File: src/rtl/mem_to_fifo_if.sv
// mem_to_fifo_if: SRAM read port plus replay output FIFO write port.
// The read engine is the master; the memory controller and FIFO are the slave.
interface mem_to_fifo_if #(
  parameter int NUM_QUEUES      = 4,
  parameter int NUM_QUEUES_BITS = $clog2(NUM_QUEUES),
  parameter int MEM_ADDR_WIDTH  = 19,
  parameter int MEM_DATA_WIDTH  = 72
);
  localparam int FIFO_DATA_WIDTH = 2 * MEM_DATA_WIDTH;

  logic                       mem_ad_r_n;
  logic                       mem_rd_full;
  logic [MEM_ADDR_WIDTH-1:0]  mem_ad_rd;
  logic                       mem_rd_vld;
  logic [MEM_DATA_WIDTH-1:0]  mem_qrl;
  logic [MEM_DATA_WIDTH-1:0]  mem_qrh;
  logic                       fifo_wr_en;
  logic [FIFO_DATA_WIDTH-1:0] fifo_data;
  logic [NUM_QUEUES_BITS-1:0] fifo_qid;
  logic [NUM_QUEUES-1:0]      fifo_prog_full;

  modport master (
    output mem_ad_r_n, mem_ad_rd, fifo_wr_en, fifo_data, fifo_qid,
    input  mem_rd_full, mem_rd_vld, mem_qrl, mem_qrh, fifo_prog_full
  );

  modport slave (
    input  mem_ad_r_n, mem_ad_rd, fifo_wr_en, fifo_data, fifo_qid,
    output mem_rd_full, mem_rd_vld, mem_qrl, mem_qrh, fifo_prog_full
  );
endinterface

File: src/rtl/mem_to_fifo.sv
// mem_to_fifo: read-side engine of the pcap replay memory path. Issues
// round-robin burst reads from four circular queues held in QDR SRAM and
// pushes the returned beats, tagged with their queue, into the replay FIFO.
// A queue's head only advances once both words of an address are written.
module mem_to_fifo #(
  parameter int NUM_QUEUES      = 4,
  parameter int NUM_QUEUES_BITS = $clog2(NUM_QUEUES),
  parameter int MEM_ADDR_WIDTH  = 19,
  parameter int MEM_DATA_WIDTH  = 72,
  parameter int FIFO_DATA_WIDTH = 2 * MEM_DATA_WIDTH,
  parameter int TAG_DEPTH       = 16
) (
  input  logic                      clk,
  input  logic                      rst,
  mem_to_fifo_if.master             bus,
  input  logic [MEM_ADDR_WIDTH-3:0] i_q0_addr_tail,
  input  logic [MEM_ADDR_WIDTH-3:0] i_q1_addr_tail,
  input  logic [MEM_ADDR_WIDTH-3:0] i_q2_addr_tail,
  input  logic [MEM_ADDR_WIDTH-3:0] i_q3_addr_tail,
  output logic [MEM_ADDR_WIDTH-3:0] o_q0_addr_head,
  output logic [MEM_ADDR_WIDTH-3:0] o_q1_addr_head,
  output logic [MEM_ADDR_WIDTH-3:0] o_q2_addr_head,
  output logic [MEM_ADDR_WIDTH-3:0] o_q3_addr_head,
  input  logic                      i_cal_done,
  output logic                      o_protocol_err
);

  localparam int PTR_W  = MEM_ADDR_WIDTH - 2;
  localparam int TAG_AW = $clog2(TAG_DEPTH);
  localparam int CNT_W  = TAG_AW + 1;
  localparam logic [CNT_W-1:0] TAG_FULL = CNT_W'(TAG_DEPTH);

  // Per-queue pointers
  logic [PTR_W-1:0]           w_tail  [NUM_QUEUES];
  logic [PTR_W-1:0]           r_rdPtr [NUM_QUEUES];
  logic [PTR_W-1:0]           r_head  [NUM_QUEUES];

  // Arbitration
  logic [NUM_QUEUES-1:0]      w_elig;
  logic                       w_tagRoom;
  logic [NUM_QUEUES_BITS-1:0] r_lastGrant;
  logic [NUM_QUEUES_BITS-1:0] w_candIdx;
  logic [NUM_QUEUES_BITS-1:0] w_grantIdx;
  logic                       w_grantVld;
  logic                       r_adRn;
  logic [MEM_ADDR_WIDTH-1:0]  r_adRd;

  // Tag FIFO of queue IDs for reads in flight
  logic [NUM_QUEUES_BITS-1:0] r_tagMem [TAG_DEPTH];
  logic [TAG_AW-1:0]          r_tagWrPtr;
  logic [TAG_AW-1:0]          r_tagRdPtr;
  logic [CNT_W-1:0]           r_tagCount;
  logic                       w_tagEmpty;
  logic [NUM_QUEUES_BITS-1:0] w_tagHead;
  logic                       w_push;
  logic                       w_pop;

  // Return path
  logic [MEM_DATA_WIDTH-1:0]  w_qrl;
  logic [MEM_DATA_WIDTH-1:0]  w_qrh;
  logic                       w_beatOk;
  logic                       w_spurious;
  logic                       r_beat;
  logic                       r_wrEn;
  logic [FIFO_DATA_WIDTH-1:0] r_fifoData;
  logic [NUM_QUEUES_BITS-1:0] r_fifoQid;
  logic                       r_protoErr;

  assign w_tail[0] = i_q0_addr_tail;
  assign w_tail[1] = i_q1_addr_tail;
  assign w_tail[2] = i_q2_addr_tail;
  assign w_tail[3] = i_q3_addr_tail;

  assign w_qrl      = bus.mem_qrl;
  assign w_qrh      = bus.mem_qrh;
  assign w_tagEmpty = (r_tagCount == '0);
  assign w_tagHead  = r_tagMem[r_tagRdPtr];
  assign w_beatOk   = bus.mem_rd_vld && !w_tagEmpty;
  assign w_spurious = bus.mem_rd_vld && w_tagEmpty;
  assign w_pop      = w_beatOk && r_beat;
  assign w_push     = w_grantVld;

  // A queue may issue when it has unread data, downstream room, a free tag and a ready memory
  always_comb begin
    w_tagRoom = (r_tagCount < TAG_FULL);
    for (int n = 0; n < NUM_QUEUES; n++) begin
      w_elig[n] = (r_rdPtr[n] != w_tail[n]) && !bus.fifo_prog_full[n] &&
                  w_tagRoom && !bus.mem_rd_full && i_cal_done;
    end
  end

  // Round-robin pick starting one past the last queue granted
  always_comb begin
    w_grantVld = 1'b0;
    w_grantIdx = '0;
    w_candIdx  = '0;
    for (int k = 1; k <= NUM_QUEUES; k++) begin
      w_candIdx = NUM_QUEUES_BITS'(32'(r_lastGrant) + k);
      if (!w_grantVld && w_elig[w_candIdx]) begin
        w_grantVld = 1'b1;
        w_grantIdx = w_candIdx;
      end
    end
  end

  // Issue side: registered strobe/address, per-queue issue pointers, grant memory
  always_ff @(posedge clk or posedge rst) begin
    if (rst) begin
      r_adRn      <= 1'b1;
      r_adRd      <= '0;
      r_lastGrant <= NUM_QUEUES_BITS'(NUM_QUEUES - 1);
      for (int n = 0; n < NUM_QUEUES; n++) begin
        r_rdPtr[n] <= '0;
      end
    end else if (w_grantVld) begin
      r_adRn               <= 1'b0;
      r_adRd               <= MEM_ADDR_WIDTH'({w_grantIdx, r_rdPtr[w_grantIdx]});
      r_rdPtr[w_grantIdx]  <= r_rdPtr[w_grantIdx] + PTR_W'(1);
      r_lastGrant          <= w_grantIdx;
    end else begin
      r_adRn <= 1'b1;
    end
  end

  // Tag FIFO pointers and occupancy; a simultaneous push and pop cancel out
  always_ff @(posedge clk or posedge rst) begin
    if (rst) begin
      r_tagWrPtr <= '0;
      r_tagRdPtr <= '0;
      r_tagCount <= '0;
    end else begin
      if (w_push) begin
        r_tagWrPtr <= r_tagWrPtr + TAG_AW'(1);
      end
      if (w_pop) begin
        r_tagRdPtr <= r_tagRdPtr + TAG_AW'(1);
      end
      case ({w_push, w_pop})
        2'b10:   r_tagCount <= r_tagCount + CNT_W'(1);
        2'b01:   r_tagCount <= r_tagCount - CNT_W'(1);
        default: r_tagCount <= r_tagCount;
      endcase
    end
  end

  // Tag storage needs no reset; the occupancy counter says which entries are live
  always_ff @(posedge clk) begin
    if (w_push) begin
      r_tagMem[r_tagWrPtr] <= w_grantIdx;
    end
  end

  // Return side: forward beats, retire a tag and advance its head after the second beat
  always_ff @(posedge clk or posedge rst) begin
    if (rst) begin
      r_wrEn     <= 1'b0;
      r_fifoData <= '0;
      r_fifoQid  <= '0;
      r_beat     <= 1'b0;
      r_protoErr <= 1'b0;
      for (int n = 0; n < NUM_QUEUES; n++) begin
        r_head[n] <= '0;
      end
    end else begin
      r_wrEn <= w_beatOk;
      if (w_beatOk) begin
        r_fifoData <= FIFO_DATA_WIDTH'({w_qrh, w_qrl});
        r_fifoQid  <= w_tagHead;
        r_beat     <= !r_beat;
      end
      if (w_pop) begin
        r_head[w_tagHead] <= r_head[w_tagHead] + PTR_W'(1);
      end
      if (w_spurious) begin
        r_protoErr <= 1'b1;
      end
    end
  end

  assign bus.mem_ad_r_n = r_adRn;
  assign bus.mem_ad_rd  = r_adRd;
  assign bus.fifo_wr_en = r_wrEn;
  assign bus.fifo_data  = r_fifoData;
  assign bus.fifo_qid   = r_fifoQid;
  assign o_q0_addr_head = r_head[0];
  assign o_q1_addr_head = r_head[1];
  assign o_q2_addr_head = r_head[2];
  assign o_q3_addr_head = r_head[3];
  assign o_protocol_err = r_protoErr;

endmodule

File: src/flat_wrapper.sv
// flat-port wrapper written by rule: the top's interface ports become plain ports
module mem_to_fifo_flat 
#(
  parameter int NUM_QUEUES      = 4,
  parameter int NUM_QUEUES_BITS = $clog2(NUM_QUEUES),
  parameter int MEM_ADDR_WIDTH  = 19,
  parameter int MEM_DATA_WIDTH  = 72,
  parameter int FIFO_DATA_WIDTH = 2 * MEM_DATA_WIDTH,
  parameter int TAG_DEPTH       = 16
)
  (clk, rst, i_q0_addr_tail, i_q1_addr_tail, i_q2_addr_tail, i_q3_addr_tail, o_q0_addr_head, o_q1_addr_head, o_q2_addr_head, o_q3_addr_head, i_cal_done, o_protocol_err, bus_mem_ad_r_n, bus_mem_ad_rd, bus_fifo_wr_en, bus_fifo_data, bus_fifo_qid, bus_mem_rd_full, bus_mem_rd_vld, bus_mem_qrl, bus_mem_qrh, bus_fifo_prog_full);
  mem_to_fifo_if #(.NUM_QUEUES(NUM_QUEUES), .NUM_QUEUES_BITS(NUM_QUEUES_BITS), .MEM_ADDR_WIDTH(MEM_ADDR_WIDTH), .MEM_DATA_WIDTH(MEM_DATA_WIDTH)) bus_i ();
  input  logic clk;
  input  logic rst;
  input  logic [MEM_ADDR_WIDTH-3:0] i_q0_addr_tail;
  input  logic [MEM_ADDR_WIDTH-3:0] i_q1_addr_tail;
  input  logic [MEM_ADDR_WIDTH-3:0] i_q2_addr_tail;
  input  logic [MEM_ADDR_WIDTH-3:0] i_q3_addr_tail;
  output logic [MEM_ADDR_WIDTH-3:0] o_q0_addr_head;
  output logic [MEM_ADDR_WIDTH-3:0] o_q1_addr_head;
  output logic [MEM_ADDR_WIDTH-3:0] o_q2_addr_head;
  output logic [MEM_ADDR_WIDTH-3:0] o_q3_addr_head;
  input  logic i_cal_done;
  output logic o_protocol_err;
  output wire logic [$bits(bus_i.mem_ad_r_n)-1:0] bus_mem_ad_r_n;
  output wire logic [$bits(bus_i.mem_ad_rd)-1:0] bus_mem_ad_rd;
  output wire logic [$bits(bus_i.fifo_wr_en)-1:0] bus_fifo_wr_en;
  output wire logic [$bits(bus_i.fifo_data)-1:0] bus_fifo_data;
  output wire logic [$bits(bus_i.fifo_qid)-1:0] bus_fifo_qid;
  input wire logic [$bits(bus_i.mem_rd_full)-1:0] bus_mem_rd_full;
  input wire logic [$bits(bus_i.mem_rd_vld)-1:0] bus_mem_rd_vld;
  input wire logic [$bits(bus_i.mem_qrl)-1:0] bus_mem_qrl;
  input wire logic [$bits(bus_i.mem_qrh)-1:0] bus_mem_qrh;
  input wire logic [$bits(bus_i.fifo_prog_full)-1:0] bus_fifo_prog_full;
  assign bus_mem_ad_r_n = bus_i.mem_ad_r_n;
  assign bus_mem_ad_rd = bus_i.mem_ad_rd;
  assign bus_fifo_wr_en = bus_i.fifo_wr_en;
  assign bus_fifo_data = bus_i.fifo_data;
  assign bus_fifo_qid = bus_i.fifo_qid;
  assign bus_i.mem_rd_full = bus_mem_rd_full;
  assign bus_i.mem_rd_vld = bus_mem_rd_vld;
  assign bus_i.mem_qrl = bus_mem_qrl;
  assign bus_i.mem_qrh = bus_mem_qrh;
  assign bus_i.fifo_prog_full = bus_fifo_prog_full;
  mem_to_fifo #(.NUM_QUEUES(NUM_QUEUES), .NUM_QUEUES_BITS(NUM_QUEUES_BITS), .MEM_ADDR_WIDTH(MEM_ADDR_WIDTH), .MEM_DATA_WIDTH(MEM_DATA_WIDTH), .FIFO_DATA_WIDTH(FIFO_DATA_WIDTH), .TAG_DEPTH(TAG_DEPTH)) u_core (.clk(clk), .rst(rst), .bus(bus_i), .i_q0_addr_tail(i_q0_addr_tail), .i_q1_addr_tail(i_q1_addr_tail), .i_q2_addr_tail(i_q2_addr_tail), .i_q3_addr_tail(i_q3_addr_tail), .o_q0_addr_head(o_q0_addr_head), .o_q1_addr_head(o_q1_addr_head), .o_q2_addr_head(o_q2_addr_head), .o_q3_addr_head(o_q3_addr_head), .i_cal_done(i_cal_done), .o_protocol_err(o_protocol_err));
endmodule
File: config.mk
export PLATFORM = sky130hd
export DESIGN_NAME = mem_to_fifo_flat
export DESIGN_NICKNAME = d
export VERILOG_FILES = /design/src/rtl/mem_to_fifo_if.sv /design/src/rtl/mem_to_fifo.sv /design/src/flat_wrapper.sv
export SDC_FILE = /design/constraint.sdc
export NUM_CORES = 1
export LEC_CHECK = 0
export CORE_MARGIN = 5
export CORE_UTILIZATION = 35
export CTS_CLUSTER_SIZE = 16
export DETAILED_ROUTE_END_ITERATION = 16
export PLACE_DENSITY_LB_ADDON = 0.2
export SYNTH_ARGS = -nofsm -noshare
export SYNTH_HDL_FRONTEND = slang
export SYNTH_SLANG_ARGS = --single-unit
File: constraint.sdc
create_clock -name clk -period 11.61 [get_ports clk]
set_clock_uncertainty 0.05 [all_clocks]
set_input_delay 1.7415 -clock clk [delete_from_list [all_inputs] [get_ports clk]]
set_output_delay 1.7415 -clock clk [all_outputs]
set_load 0.01 [all_outputs]
Yosys cells after proc, flatten, opt, wreduce, memory -nomap -nowiden
Memories as Yosys holds them, arrays and structs flattened.
Index checks and enable logic that the tools add are counted.
Cells by class
  $add $sub $neg: 10
  magnitude comparators: 9
  eq/ne operators: 6
  mux-type cells: 32
  bitwise operators: 2
  reduce and logical (&&, ||, !) cells: 36
Operator list (number)
  $bwmux 68: 2
  $mux 17: 6
  $bmux 17 s2: 2
  $demux 17 s2: 2
  $ne 17x17->1: 4
  $add 17x1->17 const B: 2
  $logic_and 1x1->1: 24
  $lt 2x3->1 const B: 4
  $mux 1: 11
  $logic_not 1->1: 10
  $pmux 5 s2: 1
  $add 4x1->4 const B: 2
  $bmux 1 s2: 4
  $mux 2: 4
  $ge 3x3->1 const B: 2
  $lt 3x1->1 const B: 2
  $not 2->3: 2
  $add 5x1->5 const B: 1
  $logic_not 5->1: 1
  $lt 5x5->1 const B: 1
  $sub 5x1->5 const B: 1
  $add 2x1->2 const B: 2
  $add 2x2->2 const B: 2
  $eq 2x1->1 const B: 1
  other kinds (2): 2
Storage, ports and cells
  bits in registers: 320
  RAM bits: 32
  input port bits: 221
  output and inout bits: 236
  logic and storage cells: 115
  memories kept: 1
Memory list
  u_core.r_tagMem: depth 16, width 2, read ports 1, clocked after memory_dff 0, wr ports 1, RTL line mem_to_fifo.sv:49  | logic [NUM_QUEUES_BITS-1:0] r_tagMem [TAG_DEPTH];

Logic depth before layout (Yosys ltp)
Gate-level depths: netlist of run 1.
  depth in word-level cells: 23
  gate-level depth with buffers: 23
  depth with buffers taken out: 20

Least setup slack after synthesis of run 1
No wires, ideal clock.
  path type: input port to flip-flop
  start: input i_q2_addr_tail[13]
  end: register u_core.r_rdPtr[29] in the netlist's numbering
  setup time: 0.123 ns
  arrival: 5.226 ns
  required time: 11.437 ns
  path slack: 6.210 ns
  stages on the path: 20
  path buffers: 4
  cells stage by stage: xnor2_1 -> nand4_1 -> nor3_1 -> a311oi_1 -> a211oi_1 -> a211o_1 -> buf_2 -> buf_6 -> buf_2 -> buf_2 -> nor2_1 -> a31oi_1 -> ha_1 -> inv_1 -> nor2_1 -> o2bb2ai_4 -> nand4_4 -> or3_4 -> nand2b_4 -> xnor2_1
Between the ends
  word-level cells in the longest chain between the ends: 23
  elaborated cells between the ends (all ways): 38
  classes of those cells: add/sub (1); order compare (2); eq/ne (1); mux (22); bitwise (1); reduce/logical (11)
Ends and longest elaborated chain
  start, declared: RTL line flat_wrapper.sv:17  | input logic [MEM_ADDR_WIDTH-3:0] i_q2_addr_tail;
  $ne 17x17->1 (*): RTL line mem_to_fifo.sv:87  | w_elig[n] = (r_rdPtr[n] != w_tail[n]) && !bus.fifo_prog_full[n] &&
  $logic_and 1x1->1 (*) (2 in series): RTL line mem_to_fifo.sv:87
  $logic_and 1x1->1 (*) (2 in series): RTL line mem_to_fifo.sv:88  | w_tagRoom && !bus.mem_rd_full && i_cal_done;
  $bmux 1 s2: RTL line mem_to_fifo.sv:99  | if (!w_grantVld && w_elig[w_candIdx]) begin
  $mux 1 (implied by the code): RTL line mem_to_fifo.sv:99
  $mux 1: RTL line mem_to_fifo.sv:99
  $logic_not 1->1: RTL line mem_to_fifo.sv:99
  $logic_and 1x1->1: RTL line mem_to_fifo.sv:99
  [6 not listed]
  $mux 2 (*): RTL line mem_to_fifo.sv:99
  via u_core.w_grantIdx[0]: RTL line mem_to_fifo.sv:43  | logic [NUM_QUEUES_BITS-1:0] w_grantIdx;
  $not 2->3 (implied by the code) (*): RTL line mem_to_fifo.sv:118  | r_rdPtr[w_grantIdx] <= r_rdPtr[w_grantIdx] + PTR_W'(1);
  $bmux 17 s2, or another cell as far along: RTL line mem_to_fifo.sv:118
  $mux 17 (implied by the code) / $logic_and 1x1->1 (equally long branches): RTL line mem_to_fifo.sv:118
  $mux 17 (implied by the code): RTL line mem_to_fifo.sv:118
  $add 17x1->17 / $demux 17 s2 (equally long branches): RTL line mem_to_fifo.sv:118
  $bwmux 68 (*): RTL line mem_to_fifo.sv:118
  end signal, assigned by index: RTL line mem_to_fifo.sv:118
  end, declared: RTL line mem_to_fifo.sv:35  | logic [PTR_W-1:0] r_rdPtr [NUM_QUEUES];
The timed path passes the listed nets; every way through them passes the cells marked *. The select of a mux whose other input is x is not followed.
A chain may end at the register's enable or synchronous reset.

Worst setup path in the final report of run 1
  start: input i_q1_addr_tail[3]
  end: register u_core.r_rdPtr[33] in the netlist's numbering
Between the ends
  word-level cells in the longest chain between the ends: 23
  elaborated cells between the ends (all ways): 38
  classes of those cells: add/sub (1); order compare (2); eq/ne (1); mux (22); bitwise (1); reduce/logical (11)
Ends and longest elaborated chain
  start, declared: RTL line flat_wrapper.sv:16  | input logic [MEM_ADDR_WIDTH-3:0] i_q1_addr_tail;
  $ne 17x17->1 (*): RTL line mem_to_fifo.sv:87
  $logic_and 1x1->1 (*) (2 in series): RTL line mem_to_fifo.sv:87
  $logic_and 1x1->1 (*) (2 in series): RTL line mem_to_fifo.sv:88
  $bmux 1 s2: RTL line mem_to_fifo.sv:99
  $mux 1 (implied by the code): RTL line mem_to_fifo.sv:99
  $mux 1: RTL line mem_to_fifo.sv:99
  $logic_not 1->1: RTL line mem_to_fifo.sv:99
  $logic_and 1x1->1: RTL line mem_to_fifo.sv:99
  [5 not listed]
  $logic_and 1x1->1: RTL line mem_to_fifo.sv:99
  $mux 2: RTL line mem_to_fifo.sv:99
  $not 2->3 (implied by the code): RTL line mem_to_fifo.sv:118
  $bmux 17 s2, or another cell as far along: RTL line mem_to_fifo.sv:118
  $mux 17 (implied by the code) / $logic_and 1x1->1 (equally long branches): RTL line mem_to_fifo.sv:118
  $mux 17 (implied by the code): RTL line mem_to_fifo.sv:118
  $add 17x1->17 / $demux 17 s2 (equally long branches): RTL line mem_to_fifo.sv:118
  $bwmux 68: RTL line mem_to_fifo.sv:118
Every way passes the cells marked *; elsewhere a longest branch is shown, timed or not. The select of a mux whose other input is x is not followed.

==> results of run 1 <==
## sequential cells by signal, indices dropped and copies added, names as in the netlist
signal and cells:
u_core.r_tagCount 5, u_core.r_rdPtr 68, u_core.bus.fifo_wr_en 1, u_core.bus.fifo_qid 2, u_core.bus.mem_ad_rd 19, u_core.r_tagMem 32, u_core.o_protocol_err 1, u_core.r_tagRdPtr 4
u_core.o_q1_addr_head 17, u_core.o_q3_addr_head 17, u_core.bus.mem_ad_r_n 1, u_core.r_beat 1, u_core.bus.fifo_data 144, u_core.o_q0_addr_head 17, u_core.r_tagWrPtr 4, u_core.r_lastGrant 2
u_core.o_q2_addr_head 17
## stage by stage
step,area (µm²),util (%),hold WS [ns],total power [µW]
2_1_floorplan,16100,-,0.396,3460
3_3_place_gp,21100,46.6,0.393,4580
3_5_place_dp,21100,46.6,0.403,4630
4_1_cts,22500,49.6,0.416,5950
5_1_grt,22500,49.6,0.438,6240
6_report,22500,49.6,0.408,5880
## worst paths after layout
check / slack, ns / cells past startpoint / start / endpoint
worst max-delay path: 5.55 / 19 / i_q1_addr_tail[3] / u_core.r_rdPtr[33]$_DFFE_PP0P_
worst min-delay path: 0.41 / 1 / u_core.o_protocol_err$_DFFE_PP0P_ / u_core.o_protocol_err$_DFFE_PP0P_
worst max register to register: 6.69 / 18 / u_core.r_rdPtr[37]$_DFFE_PP0P_ / u_core.r_rdPtr[33]$_DFFE_PP0P_
worst min register to register: 0.41 / 1 / u_core.o_protocol_err$_DFFE_PP0P_ / u_core.o_protocol_err$_DFFE_PP0P_
max in group asynchronous: 7.58 / 4 / rst / u_core.bus.fifo_data[78]$_DFFE_PP0P_
min in group asynchronous: 1.77 / 2 / rst / u_core.o_q3_addr_head[16]$_DFFE_PP0P_
## per-layer routing
metal / vias to the layer above / wire [µm] / track usage (%)
li1: 5973 / - / -
met1: 6146 / 22100 / 26.6
met2: 388 / 26400 / 34.5
met3: 73 / 3560 / 4.86
met4: 0 / 1220 / 5.34
met5: - / 0 / 0
## kinds of logic after synthesis
logic type / after synthesis / synth area share, %
adder cells (fa/ha/maj): 12 / 0.982
flip-flops: 352 / 55.9
buffers and inverters: 86 / 2.70
AO/OA/AOI/OAI: 127 / 4.75
AND/OR/NAND/NOR: 726 / 18.7
multiplexers: 107 / 9.27
XOR/XNOR: 140 / 7.73
## worst reg2reg max path, cell delays in order (launching register included)
cell and delay [ns]:
sky130_fd_sc_hd__dfrtp_1 0.43, sky130_fd_sc_hd__xor2_1 0.22, sky130_fd_sc_hd__nor4_1 0.45, sky130_fd_sc_hd__nand4_1 0.27, sky130_fd_sc_hd__o21ai_2 0.21, sky130_fd_sc_hd__nor2b_1 0.17
sky130_fd_sc_hd__o21a_2 0.19, sky130_fd_sc_hd__nand2_4 0.14, sky130_fd_sc_hd__inv_8 0.35, sky130_fd_sc_hd__mux2i_1 0.14, sky130_fd_sc_hd__mux2i_1 0.35, sky130_fd_sc_hd__ha_1 0.32
sky130_fd_sc_hd__inv_1 0.10, sky130_fd_sc_hd__nor2_1 0.19, sky130_fd_sc_hd__o2bb2ai_4 0.21, sky130_fd_sc_hd__nand4_4 0.16, sky130_fd_sc_hd__nor4b_2 0.52, sky130_fd_sc_hd__nand2_1 0.14
sky130_fd_sc_hd__xnor2_1 0.18
## power breakdown
group	total [µW]	leakage, µW	internal (µW)	switching (µW)
registers	2030	0.00416	1650	379
logic	2550	0.00501	1240	1310
clock network	1290	0.000653	771	523
total	5880	0.00983	3660	2210
## cell type report
| type | count | share of cell area [%] |
|---|---|---|
| Inverter | 13 | 0.295 |
| Clock buffer | 62 | 5.61 |
| Tap cell | 600 | 3.34 |
| Timing Repair Buffer | 470 | 20.8 |
| Clock inverter | 11 | 0.378 |
| Multi-Input combinational cell | 1112 | 29.7 |
| Sequential cell | 352 | 39.9 |
| Antenna cell | 2 | 0.0222 |
## layout by cell type (no fill, tap or decap), drive strengths merged, types with 4 or more instances in the layout
cell | synthesis | routed
mux2 | 43 | 43
and3 | 8 | 8
edfxtp | 32 | 32
o21ai | 41 | 41
ha | 11 | 11
xnor2 | 77 | 77
nand4 | 17 | 17
xor2 | 63 | 63
nor2b | 4 | 4
buf | 23 | 14
clkbuf | 50 | 62
nor3b | 4 | 4
nand3 | 12 | 12
nor2 | 103 | 103
nand2 | 536 | 536
a21oi | 64 | 64
nor3 | 9 | 9
nor4 | 6 | 6
mux4 | 27 | 27
a21o | 5 | 5
clkinv | 0 | 7
dfrtp | 317 | 317
inv | 13 | 13
mux2i | 37 | 37
and2 | 14 | 14
clkdlybuf4s50 | 0 | 456
==> impl_metrics.xml, run 1 <==
<?xml version="1.0" encoding="UTF-8"?>
<metrics>
  <group name="status">
    <metric name="run_status" unit="">finished clean</metric>
  </group>
  <group name="logic_synthesis">
    <metric name="ys_warn_count" unit="">0</metric>
    <metric name="synth.cell_area" unit="mm²">0.0161</metric>
    <metric name="synth.top_cells.by_area" unit="">sky130_fd_sc_hd__dfrtp_1 (49%), sky130_fd_sc_hd__nand2_1 (13%), sky130_fd_sc_hd__edfxtp_1 (6.0%), sky130_fd_sc_hd__xnor2_1 (4.1%), sky130_fd_sc_hd__mux4_2 (3.8%)</metric>
    <metric name="post_synth_num_cell_types" unit="">68</metric>
    <metric name="synth-async-reset-ratio" unit="%">90.9</metric>
    <metric name="postSynthCellCount" unit="">1550</metric>
    <metric name="ys_seq_area_share" unit="%">55.9</metric>
    <metric name="synth_top_flop_cell" unit="">sky130_fd_sc_hd__dfrtp_1</metric>
    <metric name="synth_edf_count" unit="">32</metric>
    <metric name="post_synth.cell_area_avg" unit="µm²">10.4</metric>
    <metric name="synth.net_count" unit="">1783</metric>
    <metric name="post_synth_top_area_cell" unit="">sky130_fd_sc_hd__dfrtp_1</metric>
    <metric name="synth-seq-cells" unit="">352</metric>
    <metric name="post_synth_most_frequent_cells" unit="">sky130_fd_sc_hd__nand2_1 (535), sky130_fd_sc_hd__dfrtp_1 (317), sky130_fd_sc_hd__nor2_1 (101)</metric>
    <metric name="synth_largest_type_area_fraction" unit="%">49.4</metric>
    <metric name="synthMostInstantiatedCell" unit="">sky130_fd_sc_hd__nand2_1</metric>
  </group>
  <group name="critical_path">
    <metric name="cp-end-kind" unit="">flip-flop</metric>
    <metric name="worstPathRequired" unit="ns">12.00</metric>
    <metric name="critical_path.n_buffers_inverters" unit="">3</metric>
    <metric name="crit_path_start_kind" unit="">primary input</metric>
    <metric name="arrival" unit="ns">6.45</metric>
    <metric name="worst-path-max-fanout" unit="">58</metric>
    <metric name="timing.critical_path.slowest_cell_delay" unit="ns">0.52</metric>
    <metric name="cp_slowest_cell" unit="">sky130_fd_sc_hd__nor4b_2</metric>
    <metric name="worstPathCellList" unit="">clkdlybuf4s50_1, xor2_1, nor4_1, nand4_1, o21ai_2, nor2b_1, o21a_2, nand2_4, inv_8, mux2i_1, mux2i_1, ha_1, inv_1, nor2_1, o2bb2ai_4, nand4_4, nor4b_2, nand2_1, xnor2_1</metric>
    <metric name="path_common_cell" unit="">sky130_fd_sc_hd__mux2i_1</metric>
    <metric name="critPathKind" unit="">in -&gt; reg</metric>
    <metric name="critical-path-top-delay-family" unit="">simple AND/OR/NAND/NOR gates</metric>
  </group>
  <group name="cells_and_area">
    <metric name="nFillCells" unit="">4177</metric>
    <metric name="final_cell_count_no_fill" unit="">2622</metric>
    <metric name="syn_to_final_growth" unit="%">40.2</metric>
    <metric name="share_of_cells_above_drive_strength_1" unit="%">8.91</metric>
    <metric name="finish.net_count" unit="">2224</metric>
    <metric name="multiInputGateArea" unit="mm²">0.00669</metric>
    <metric name="area.sequential" unit="mm²">0.00897</metric>
  </group>
  <group name="sta">
    <metric name="unrepaired_setup_endpoints_after_global_routing" unit="">no</metric>
    <metric name="finalHoldViolations" unit="">0</metric>
    <metric name="slew_violations" unit="">0</metric>
    <metric name="period_utilisation_layout" unit="%">52.2</metric>
    <metric name="timing.max_slew.rel_slack" unit="%">25.8</metric>
    <metric name="fmaxAchievable" unit="MHz">165</metric>
    <metric name="finalWorstPathRequiredPeriod" unit="ns">6.06</metric>
    <metric name="totalNegativeSetupSlack" unit="ns">0</metric>
    <metric name="max_slew.worst_pin.slew" unit="ns">1.11</metric>
    <metric name="setup_viol" unit="">0</metric>
    <metric name="worst_setup_margin" unit="ns">5.55</metric>
  </group>
  <group name="floorplanning">
    <metric name="top_level_ports" unit="">457</metric>
    <metric name="core" unit="mm²">0.0454</metric>
    <metric name="fp.dieH" unit="µm">224</metric>
    <metric name="placementRows" unit="">78</metric>
    <metric name="starting_density_of_the_core" unit="%">35.4</metric>
    <metric name="die_ar" unit="mm²">0.0502</metric>
    <metric name="die_w" unit="µm">224</metric>
  </group>
  <group name="global_route">
    <metric name="antenna_found_initial" unit="">2</metric>
    <metric name="groute.usage.overall" unit="%">20.4</metric>
    <metric name="grt_start_max_net_pins" unit="">131</metric>
    <metric name="first_global_vias" unit="">12714</metric>
    <metric name="total_grt_overflow" unit="">0</metric>
    <metric name="first_pass_grt_wire_length" unit="mm">79.8</metric>
  </group>
  <group name="cts">
    <metric name="tritoncts_clock_tree" unit="">yes</metric>
    <metric name="clkSlewWorstSetupHoldPaths" unit="ns">0.06</metric>
    <metric name="clk-insertion-delay-late" unit="ns">0.56</metric>
    <metric name="numCtsBuffers" unit="">42</metric>
    <metric name="cts_hold_buffers" unit="">0</metric>
    <metric name="ctsResizeCount" unit="">0</metric>
    <metric name="cts_buffer_depth" unit="">3</metric>
    <metric name="cts-htree-levels" unit="">2</metric>
    <metric name="clock_tree.root_cell" unit="">sky130_fd_sc_hd__clkbuf_16</metric>
    <metric name="cts_sinks" unit="">352</metric>
    <metric name="post-cts-setup-buffer-count" unit="">0</metric>
  </group>
  <group name="placement">
    <metric name="gpl.final_weighted_congestion" unit="">0.898</metric>
    <metric name="place.detailed.hpwl" unit="mm">39.3</metric>
    <metric name="place_ws" unit="ns">4.99</metric>
    <metric name="numPlacedInstances" unit="">2547</metric>
    <metric name="placement.io_buffers" unit="">456</metric>
  </group>
  <group name="pwr">
    <metric name="powerDensity" unit="mW/mm²">261</metric>
    <metric name="ir_worst_vdd" unit="mV">0.142</metric>
    <metric name="leak_pwr" unit="µW">0.00983</metric>
  </group>
  <group name="route">
    <metric name="drtPass1Iterations" unit="">5</metric>
    <metric name="detail_route.drc_violations" unit="">0</metric>
    <metric name="dr_total_vias" unit="">12580</metric>
    <metric name="route.detailed.vias_per_inst" unit="">4.80</metric>
    <metric name="post_drt_wl_per_cell" unit="µm">20.3</metric>
    <metric name="drt_first_iter_violations" unit="">966</metric>
    <metric name="totalWireLength" unit="mm">53.3</metric>
    <metric name="antenna_violating_nets_post_route" unit="">0</metric>
  </group>
  <group name="run">
    <metric name="maxCapViolCount" unit="">0</metric>
  </group>
  <group name="hold_path">
    <metric name="hold_path_class" unit="">reg -&gt; reg</metric>
  </group>
</metrics>
No activity file was read; power rests on OpenSTA's default activity.
==> inputs of run 2 (changes only) <==
- clock period: 11.61 -> 5.4 ns (I/O delays scaled with it)
==> run 2 against run 1 <==
Compared with the run above:
- critical endpoint is now u_core.r_rdPtr[67]$_DFFE_PP0P_
- largest cell class unchanged
- combinational power grew 120%
- clock power rose by 120%
- register-to-register slack lost 5.9 ns
- first-iteration DRC count fell by 5.6%
- utilization is 0.22 points higher
- via count down 0.35%
- cell count rose by 0.34%
==> impl_metrics.xml, run 2 (synthesis results as in run 1) <==
<?xml version="1.0" encoding="UTF-8"?>
<metrics>
  <group name="global_route">
    <metric name="total_grt_overflow" unit="">0</metric>
    <metric name="grt_start_max_net_pins" unit="">130</metric>
    <metric name="antenna_found_initial" unit="">3</metric>
    <metric name="first_pass_grt_wire_length" unit="mm">78.6</metric>
    <metric name="first_global_vias" unit="">12631</metric>
    <metric name="groute.usage.overall" unit="%">20.2</metric>
  </group>
  <group name="cts">
    <metric name="cts_hold_buffers" unit="">0</metric>
    <metric name="cts-htree-levels" unit="">2</metric>
    <metric name="numCtsBuffers" unit="">41</metric>
    <metric name="clkSlewWorstSetupHoldPaths" unit="ns">0.06</metric>
    <metric name="cts_sinks" unit="">352</metric>
    <metric name="clk-insertion-delay-late" unit="ns">0.55</metric>
    <metric name="ctsResizeCount" unit="">0</metric>
    <metric name="tritoncts_clock_tree" unit="">yes</metric>
    <metric name="clock_tree.root_cell" unit="">sky130_fd_sc_hd__clkbuf_16</metric>
    <metric name="post-cts-setup-buffer-count" unit="">0</metric>
    <metric name="cts_buffer_depth" unit="">3</metric>
  </group>
  <group name="critical_path">
    <metric name="cp_slowest_cell" unit="">sky130_fd_sc_hd__nor4_1</metric>
    <metric name="stages_on_worst_setup_path" unit="">22</metric>
    <metric name="r2r_start" unit="">u_core.r_rdPtr[45]$_DFFE_PP0P_</metric>
    <metric name="worst-path-max-fanout" unit="">22</metric>
    <metric name="cp-end-kind" unit="">flip-flop</metric>
    <metric name="crit_path_start_kind" unit="">primary input</metric>
    <metric name="critical-path-top-delay-family" unit="">simple AND/OR/NAND/NOR gates</metric>
    <metric name="worstPathRequired" unit="ns">5.74</metric>
    <metric name="worstPathCellList" unit="">clkdlybuf4s50_1, xor2_1, nor4_1, nand4_1, o21ai_2, nor2b_1, o21a_2, nand2_4, inv_8, nand2_1, nand2_1, nor2_1, a31oi_1, ha_1, inv_1, nor2_1, o2bb2ai_4, nand4_4, nor4b_2, buf_4, xor2_1, a21oi_1</metric>
    <metric name="critical_path.n_buffers_inverters" unit="">4</metric>
    <metric name="arrival" unit="ns">5.09</metric>
    <metric name="critPathKind" unit="">in -&gt; reg</metric>
    <metric name="cells_on_worst_reg2reg_path" unit="">21</metric>
    <metric name="crit_startpoint" unit="">i_q1_addr_tail[3]</metric>
    <metric name="timing.critical_path.slowest_cell_delay" unit="ns">0.52</metric>
  </group>
  <group name="sta">
    <metric name="worst_hold_slack" unit="ns">0.410</metric>
    <metric name="timing.max_slew.rel_slack" unit="%">31.9</metric>
    <metric name="fmaxAchievable" unit="MHz">210</metric>
    <metric name="unrepaired_setup_endpoints_after_global_routing" unit="">no</metric>
    <metric name="slew_violations" unit="">0</metric>
    <metric name="finalWorstPathRequiredPeriod" unit="ns">4.75</metric>
    <metric name="totalNegativeSetupSlack" unit="ns">0</metric>
    <metric name="max_slew.worst_pin.slew" unit="ns">1.02</metric>
    <metric name="worst_setup_margin" unit="ns">0.645</metric>
    <metric name="period_utilisation_layout" unit="%">88.0</metric>
    <metric name="finalHoldViolations" unit="">0</metric>
    <metric name="setup_viol" unit="">0</metric>
  </group>
  <group name="placement">
    <metric name="gpl.final_weighted_congestion" unit="">0.876</metric>
    <metric name="placement.cell_area" unit="mm²">0.0212</metric>
    <metric name="place.detailed.hpwl" unit="mm">39.5</metric>
    <metric name="placement.io_buffers" unit="">456</metric>
    <metric name="place_ws" unit="ns">0.0708</metric>
  </group>
  <group name="cells_and_area">
    <metric name="most_common_cell_after_layout_fill_and_taps_aside" unit="">sky130_fd_sc_hd__nand2_1</metric>
    <metric name="share_of_cells_above_drive_strength_1" unit="%">9.51</metric>
    <metric name="nFillCells" unit="">4234</metric>
    <metric name="final_cell_mix" unit="">sky130_fd_sc_hd__nand2_1 (535), sky130_fd_sc_hd__clkdlybuf4s50_1 (456), sky130_fd_sc_hd__dfrtp_1 (317)</metric>
    <metric name="multiInputGateArea" unit="mm²">0.00669</metric>
    <metric name="finalInstanceArea" unit="mm²">0.0226</metric>
    <metric name="finish.net_count" unit="">2232</metric>
    <metric name="syn_to_final_growth" unit="%">40.8</metric>
    <metric name="final_util" unit="%">49.8</metric>
    <metric name="area.sequential" unit="mm²">0.00897</metric>
    <metric name="flip_flop_count_of_the_largest_register_after_layout" unit="">144</metric>
  </group>
  <group name="pwr">
    <metric name="leak_pwr" unit="µW">0.00990</metric>
    <metric name="ir_worst_vdd" unit="mV">0.303</metric>
    <metric name="netSwitchingPower" unit="µW">4730</metric>
    <metric name="p_sw_share" unit="%">37.4</metric>
    <metric name="power_frac_comb" unit="%">43.3</metric>
    <metric name="clockPowerShare" unit="%">22.2</metric>
    <metric name="power.sequential.fraction" unit="%">34.5</metric>
    <metric name="powerDensity" unit="mW/mm²">560</metric>
    <metric name="p_int" unit="µW">7940</metric>
  </group>
  <group name="hold_path">
    <metric name="worstHoldStart" unit="">u_core.o_protocol_err$_DFFE_PP0P_</metric>
    <metric name="min_delay_path_depth" unit="">1</metric>
    <metric name="hold_path_class" unit="">reg -&gt; reg</metric>
  </group>
  <group name="floorplanning">
    <metric name="fp.dieH" unit="µm">224</metric>
    <metric name="starting_density_of_the_core" unit="%">35.4</metric>
    <metric name="top_level_ports" unit="">457</metric>
    <metric name="placementRows" unit="">78</metric>
    <metric name="die_ar" unit="mm²">0.0502</metric>
    <metric name="die_w" unit="µm">224</metric>
    <metric name="core" unit="mm²">0.0454</metric>
  </group>
  <group name="route">
    <metric name="antenna_violating_nets_post_route" unit="">0</metric>
    <metric name="drt_first_iter_violations" unit="">912</metric>
    <metric name="route.detailed.vias_per_inst" unit="">4.76</metric>
    <metric name="drtPass1Iterations" unit="">5</metric>
    <metric name="dr_total_vias" unit="">12536</metric>
    <metric name="totalWireLength" unit="mm">52.8</metric>
    <metric name="detail_route.drc_violations" unit="">0</metric>
    <metric name="post_drt_wl_per_cell" unit="µm">20.1</metric>
  </group>
  <group name="run">
    <metric name="maxCapViolCount" unit="">0</metric>
  </group>
  <group name="status">
    <metric name="run_status" unit="">finished clean</metric>
  </group>
</metrics>
-- run 2: cell types whose count changed in the layout (fill, tap and decap cells not counted), sizes merged --
| cell | delta |
|---|---|
| clkinvlp | -1 |
| clkbuf | -2 |
| bufinv | +2 |
| clkinv | +2 |
| buf | +9 |
| inv | -1 |
-- run 2: path summary, 6_finish.rpt --
check / to / slack [ns]
min in group asynchronous: u_core.bus.fifo_data[53]$_DFFE_PP0P_ / 0.65
max reg2reg: u_core.r_rdPtr[67]$_DFFE_PP0P_ / 0.84
max in group asynchronous: u_core.r_tagCount[1]$_DFFE_PP0P_ / 3.49
max: u_core.r_rdPtr[67]$_DFFE_PP0P_ / 0.65
min reg2reg: u_core.o_protocol_err$_DFFE_PP0P_ / 0.41
min: u_core.o_protocol_err$_DFFE_PP0P_ / 0.41
-- run 2: area by class of cell --
class / instances / area share [%]
diodes: 2 / 0.0221
clock buffers: 60 / 5.35
clock inverters: 13 / 0.664
inverters: 13 / 0.277
multi-input cells: 1112 / 29.6
flip-flops and latches: 352 / 39.7
well taps: 600 / 3.32
repair buffers: 479 / 21.1
-- run 2: routing by layer --
layer | vias to the layer above | GRT usage (%) | part of all wire, % | routed length [µm]
met5 | - | 0 | 0.025 | 13
met4 | 2 | 6.21 | 2.9 | 1530
met3 | 89 | 4.94 | 6.9 | 3620
met2 | 403 | 33.4 | 49 | 25700
met1 | 6037 | 26.5 | 42 | 21900
li1 | 6005 | - | - | -
-- run 2: worst register-to-register path, delay by kind of cell (launching register included) --
kind / cells / cell delay (ns)
simple gates: 10 / 1.94
buf+inv: 3 / 0.46
flops: 1 / 0.46
xor+xnor: 2 / 0.35
compound gates: 5 / 0.85
fa+ha+maj: 1 / 0.27
-- run 2: through the flow --
stage,power (µW),instances
5_1_grt,13500,2631
3_3_place_gp,9850,2556
3_5_place_dp,9950,2556
6_report,12700,2631
4_1_cts,12800,2629
2_1_floorplan,7440,1550
-- run 2: power groups by stage --
stage / Clock, µW / Combinational (µW) / Sequential, µW
after floorplan: 0 / 3030 / 4410
after global placement: 0 / 5480 / 4380
after detailed placement: 0 / 5540 / 4400
after CTS: 2890 / 5570 / 4370
after global routing: 3000 / 5980 / 4480
final: 2810 / 5490 / 4370
==> inputs of run 3 (changes only) <==
- CORE_UTILIZATION: 35 -> 48
- clock period: 5.4 -> 5.3 ns (I/O delays scaled with it)
==> run 3 against run 2 <==
Compared with the run above:
- count of clock-buffer cells in the layout is 1 higher
- global-route usage up 6.1 points
- worst setup slack better by 0.16 ns
- register-to-register slack improved by 0.15 ns
- sequential share of layout area is 0.32 points higher
- utilization up 18 points
- worst hold slack lost 0.0062 ns
- sequential power up 1%
- power grew 0.95%
- cell count decreased by 5.6%
- die area is 26% lower
- flip-flop and latch count unchanged
- critical path type unchanged
- critical endpoint is now u_core.r_rdPtr[12]$_DFFE_PP0P_
- highest routed layer unchanged
==> impl_metrics.xml, run 3 (synthesis results as in run 1) <==
<?xml version="1.0" encoding="UTF-8"?>
<metrics>
  <group name="status">
    <metric name="run_status" unit="">finished clean</metric>
  </group>
  <group name="sta">
    <metric name="finalWorstPathRequiredPeriod" unit="ns">4.49</metric>
    <metric name="finalHoldViolations" unit="">0</metric>
    <metric name="totalNegativeSetupSlack" unit="ns">0</metric>
    <metric name="timing.max_slew.rel_slack" unit="%">23.8</metric>
    <metric name="setup_viol" unit="">0</metric>
    <metric name="fmaxAchievable" unit="MHz">223</metric>
    <metric name="worst_setup_margin" unit="ns">0.807</metric>
    <metric name="period_utilisation_layout" unit="%">84.8</metric>
    <metric name="slew_violations" unit="">0</metric>
    <metric name="unrepaired_setup_endpoints_after_global_routing" unit="">no</metric>
    <metric name="max_slew.worst_pin.slew" unit="ns">1.14</metric>
  </group>
  <group name="route">
    <metric name="post_drt_wl_per_cell" unit="µm">20.2</metric>
    <metric name="dr_total_vias" unit="">12783</metric>
    <metric name="dr_wl_met2" unit="mm">24.3</metric>
    <metric name="drtPass1Iterations" unit="">5</metric>
    <metric name="drt_first_iter_violations" unit="">991</metric>
    <metric name="dr.max_layer_used" unit="">met5</metric>
    <metric name="antenna_violating_nets_post_route" unit="">0</metric>
    <metric name="route.detailed.vias_per_inst" unit="">5.15</metric>
    <metric name="detail_route.drc_violations" unit="">0</metric>
    <metric name="detail_route.wirelength.met1" unit="mm">20.1</metric>
    <metric name="wl_met3" unit="mm">4.37</metric>
    <metric name="totalWireLength" unit="mm">50.3</metric>
  </group>
  <group name="run">
    <metric name="maxCapViolCount" unit="">0</metric>
  </group>
  <group name="global_route">
    <metric name="antenna_found_initial" unit="">4</metric>
    <metric name="first_global_vias" unit="">12907</metric>
    <metric name="first_pass_grt_wire_length" unit="mm">75.2</metric>
    <metric name="groute.usage.overall" unit="%">26.3</metric>
    <metric name="grt_start_max_net_pins" unit="">129</metric>
    <metric name="total_grt_overflow" unit="">0</metric>
  </group>
  <group name="floorplanning">
    <metric name="die_ar" unit="mm²">0.0372</metric>
    <metric name="placementRows" unit="">67</metric>
    <metric name="die_w" unit="µm">193</metric>
    <metric name="core" unit="mm²">0.0333</metric>
    <metric name="starting_density_of_the_core" unit="%">48.2</metric>
    <metric name="fp.dieH" unit="µm">193</metric>
    <metric name="top_level_ports" unit="">457</metric>
  </group>
  <group name="cells_and_area">
    <metric name="final_util" unit="%">67.4</metric>
    <metric name="multiInputGateArea" unit="mm²">0.00669</metric>
    <metric name="syn_to_final_growth" unit="%">39.7</metric>
    <metric name="final_cell_mix" unit="">sky130_fd_sc_hd__nand2_1 (535), sky130_fd_sc_hd__clkdlybuf4s50_1 (456), sky130_fd_sc_hd__dfrtp_1 (317)</metric>
    <metric name="finish.net_count" unit="">2237</metric>
    <metric name="share_of_cells_above_drive_strength_1" unit="%">9.45</metric>
    <metric name="flip_flop_count_of_the_largest_register_after_layout" unit="">144</metric>
    <metric name="area.sequential" unit="mm²">0.00897</metric>
    <metric name="nFillCells" unit="">2607</metric>
    <metric name="most_common_cell_after_layout_fill_and_taps_aside" unit="">sky130_fd_sc_hd__nand2_1</metric>
  </group>
  <group name="placement">
    <metric name="place_ws" unit="ns">0.285</metric>
    <metric name="placement.io_buffers" unit="">456</metric>
    <metric name="place.detailed.hpwl" unit="mm">37.4</metric>
    <metric name="gpl.final_weighted_congestion" unit="">0.935</metric>
  </group>
  <group name="cts">
    <metric name="clk-insertion-delay-late" unit="ns">0.53</metric>
    <metric name="post-cts-setup-buffer-count" unit="">0</metric>
    <metric name="tritoncts_clock_tree" unit="">yes</metric>
    <metric name="cts_sinks" unit="">352</metric>
    <metric name="cts_buffer_depth" unit="">3</metric>
    <metric name="ctsResizeCount" unit="">0</metric>
    <metric name="clkSlewWorstSetupHoldPaths" unit="ns">0.06</metric>
    <metric name="cts_hold_buffers" unit="">0</metric>
    <metric name="cts-htree-levels" unit="">2</metric>
    <metric name="clock_tree.root_cell" unit="">sky130_fd_sc_hd__clkbuf_16</metric>
    <metric name="numCtsBuffers" unit="">39</metric>
  </group>
  <group name="critical_path">
    <metric name="worst-path-max-fanout" unit="">12</metric>
    <metric name="critPathKind" unit="">in -&gt; reg</metric>
    <metric name="regToRegSetupSlack" unit="ns">0.99</metric>
    <metric name="cp-end-kind" unit="">flip-flop</metric>
    <metric name="worstPathRequired" unit="ns">5.70</metric>
    <metric name="arrival" unit="ns">4.89</metric>
    <metric name="crit_path_start_kind" unit="">primary input</metric>
  </group>
  <group name="pwr">
    <metric name="power.sequential.fraction" unit="%">34.6</metric>
    <metric name="clockPowerShare" unit="%">21.0</metric>
    <metric name="p_int" unit="µW">8020</metric>
    <metric name="ir_worst_vdd" unit="mV">0.321</metric>
    <metric name="p_sw_share" unit="%">37.3</metric>
    <metric name="power_frac_comb" unit="%">44.4</metric>
    <metric name="netSwitchingPower" unit="µW">4770</metric>
    <metric name="report.power.total" unit="µW">12800</metric>
    <metric name="powerDensity" unit="mW/mm²">570</metric>
    <metric name="leak_pwr" unit="µW">0.00989</metric>
  </group>
  <group name="hold_path">
    <metric name="hold_path_class" unit="">reg -&gt; reg</metric>
  </group>
</metrics>
-- run 3: changes by cell type in the layout (fill, tap and decap cells not counted), moves of 2 or more --
cell / change
sky130_fd_sc_hd__buf_4: +4
sky130_fd_sc_hd__buf_12: +3
sky130_fd_sc_hd__clkbuf_1: +3
sky130_fd_sc_hd__clkinv_2: -3
sky130_fd_sc_hd__clkinv_4: -2
sky130_fd_sc_hd__diode_2: +2
-- run 3: final cells by class --
class	count	share of cell area [%]
clock buffers	61	5.27
clock inverters	8	0.407
inverters	13	0.279
well taps	448	2.50
repair buffers	486	21.6
flip-flops and latches	352	40.0
multi-input cells	1112	29.8
diodes	4	0.0446
-- run 3: through the flow --
step                area [µm²]  std cells  hold slack, ns
finish                   22400       2484           0.404
global route             22400       2481           0.438
CTS                      22400       2480           0.407
detailed placement       21100       2411           0.397
global placement         21100       2411           0.394
floorplan                16100       1550           0.396
-- run 3: worst paths after layout --
check / from / endpoint / cells after the start
min: u_core.o_protocol_err$_DFFE_PP0P_ / u_core.o_protocol_err$_DFFE_PP0P_ / 1
min reg2reg: u_core.o_protocol_err$_DFFE_PP0P_ / u_core.o_protocol_err$_DFFE_PP0P_ / 1
max: i_q3_addr_tail[14] / u_core.r_rdPtr[12]$_DFFE_PP0P_ / 19
min in group asynchronous: rst / u_core.bus.fifo_data[49]$_DFFE_PP0P_ / 2
max in group asynchronous: rst / u_core.r_beat$_DFFE_PP0P_ / 3
max reg2reg: u_core.r_rdPtr[14]$_DFFE_PP0P_ / u_core.r_rdPtr[12]$_DFFE_PP0P_ / 18
-- run 3: critical path, cell delays in order --
cell                              delay [ns]
sky130_fd_sc_hd__clkdlybuf4s50_1        0.42
sky130_fd_sc_hd__xor2_1                 0.15
sky130_fd_sc_hd__nor4_1                 0.44
sky130_fd_sc_hd__nand4_1                0.28
sky130_fd_sc_hd__o21ai_2                0.28
sky130_fd_sc_hd__nand3_1                0.11
sky130_fd_sc_hd__o21a_2                 0.16
sky130_fd_sc_hd__nand2_4                0.16
sky130_fd_sc_hd__inv_8                  0.07
sky130_fd_sc_hd__mux2i_1                0.12
sky130_fd_sc_hd__mux2i_1                0.23
sky130_fd_sc_hd__ha_1                   0.30
sky130_fd_sc_hd__inv_1                  0.11
sky130_fd_sc_hd__nor2_1                 0.19
sky130_fd_sc_hd__o2bb2ai_4              0.16
sky130_fd_sc_hd__nand4_4                0.13
sky130_fd_sc_hd__or3_4                  0.45
sky130_fd_sc_hd__nor2_1                 0.16
sky130_fd_sc_hd__xor2_1                 0.17
-- run 3: per-layer routing --
layer,GRT usage [%],up-vias
met4,7.90,4
met5,0,-
li1,-,6008
met2,43.1,520
met3,6.75,89
met1,34.7,6162
-- run 3: power by group through the flow --
stage	registers, µW	clock network, µW	logic, µW
after floorplan	4490	0	3090
after global placement	4420	0	5570
after detailed placement	4450	0	5670
after CTS	4410	2740	5710
after global routing	4540	2870	6160
final	4430	2680	5670
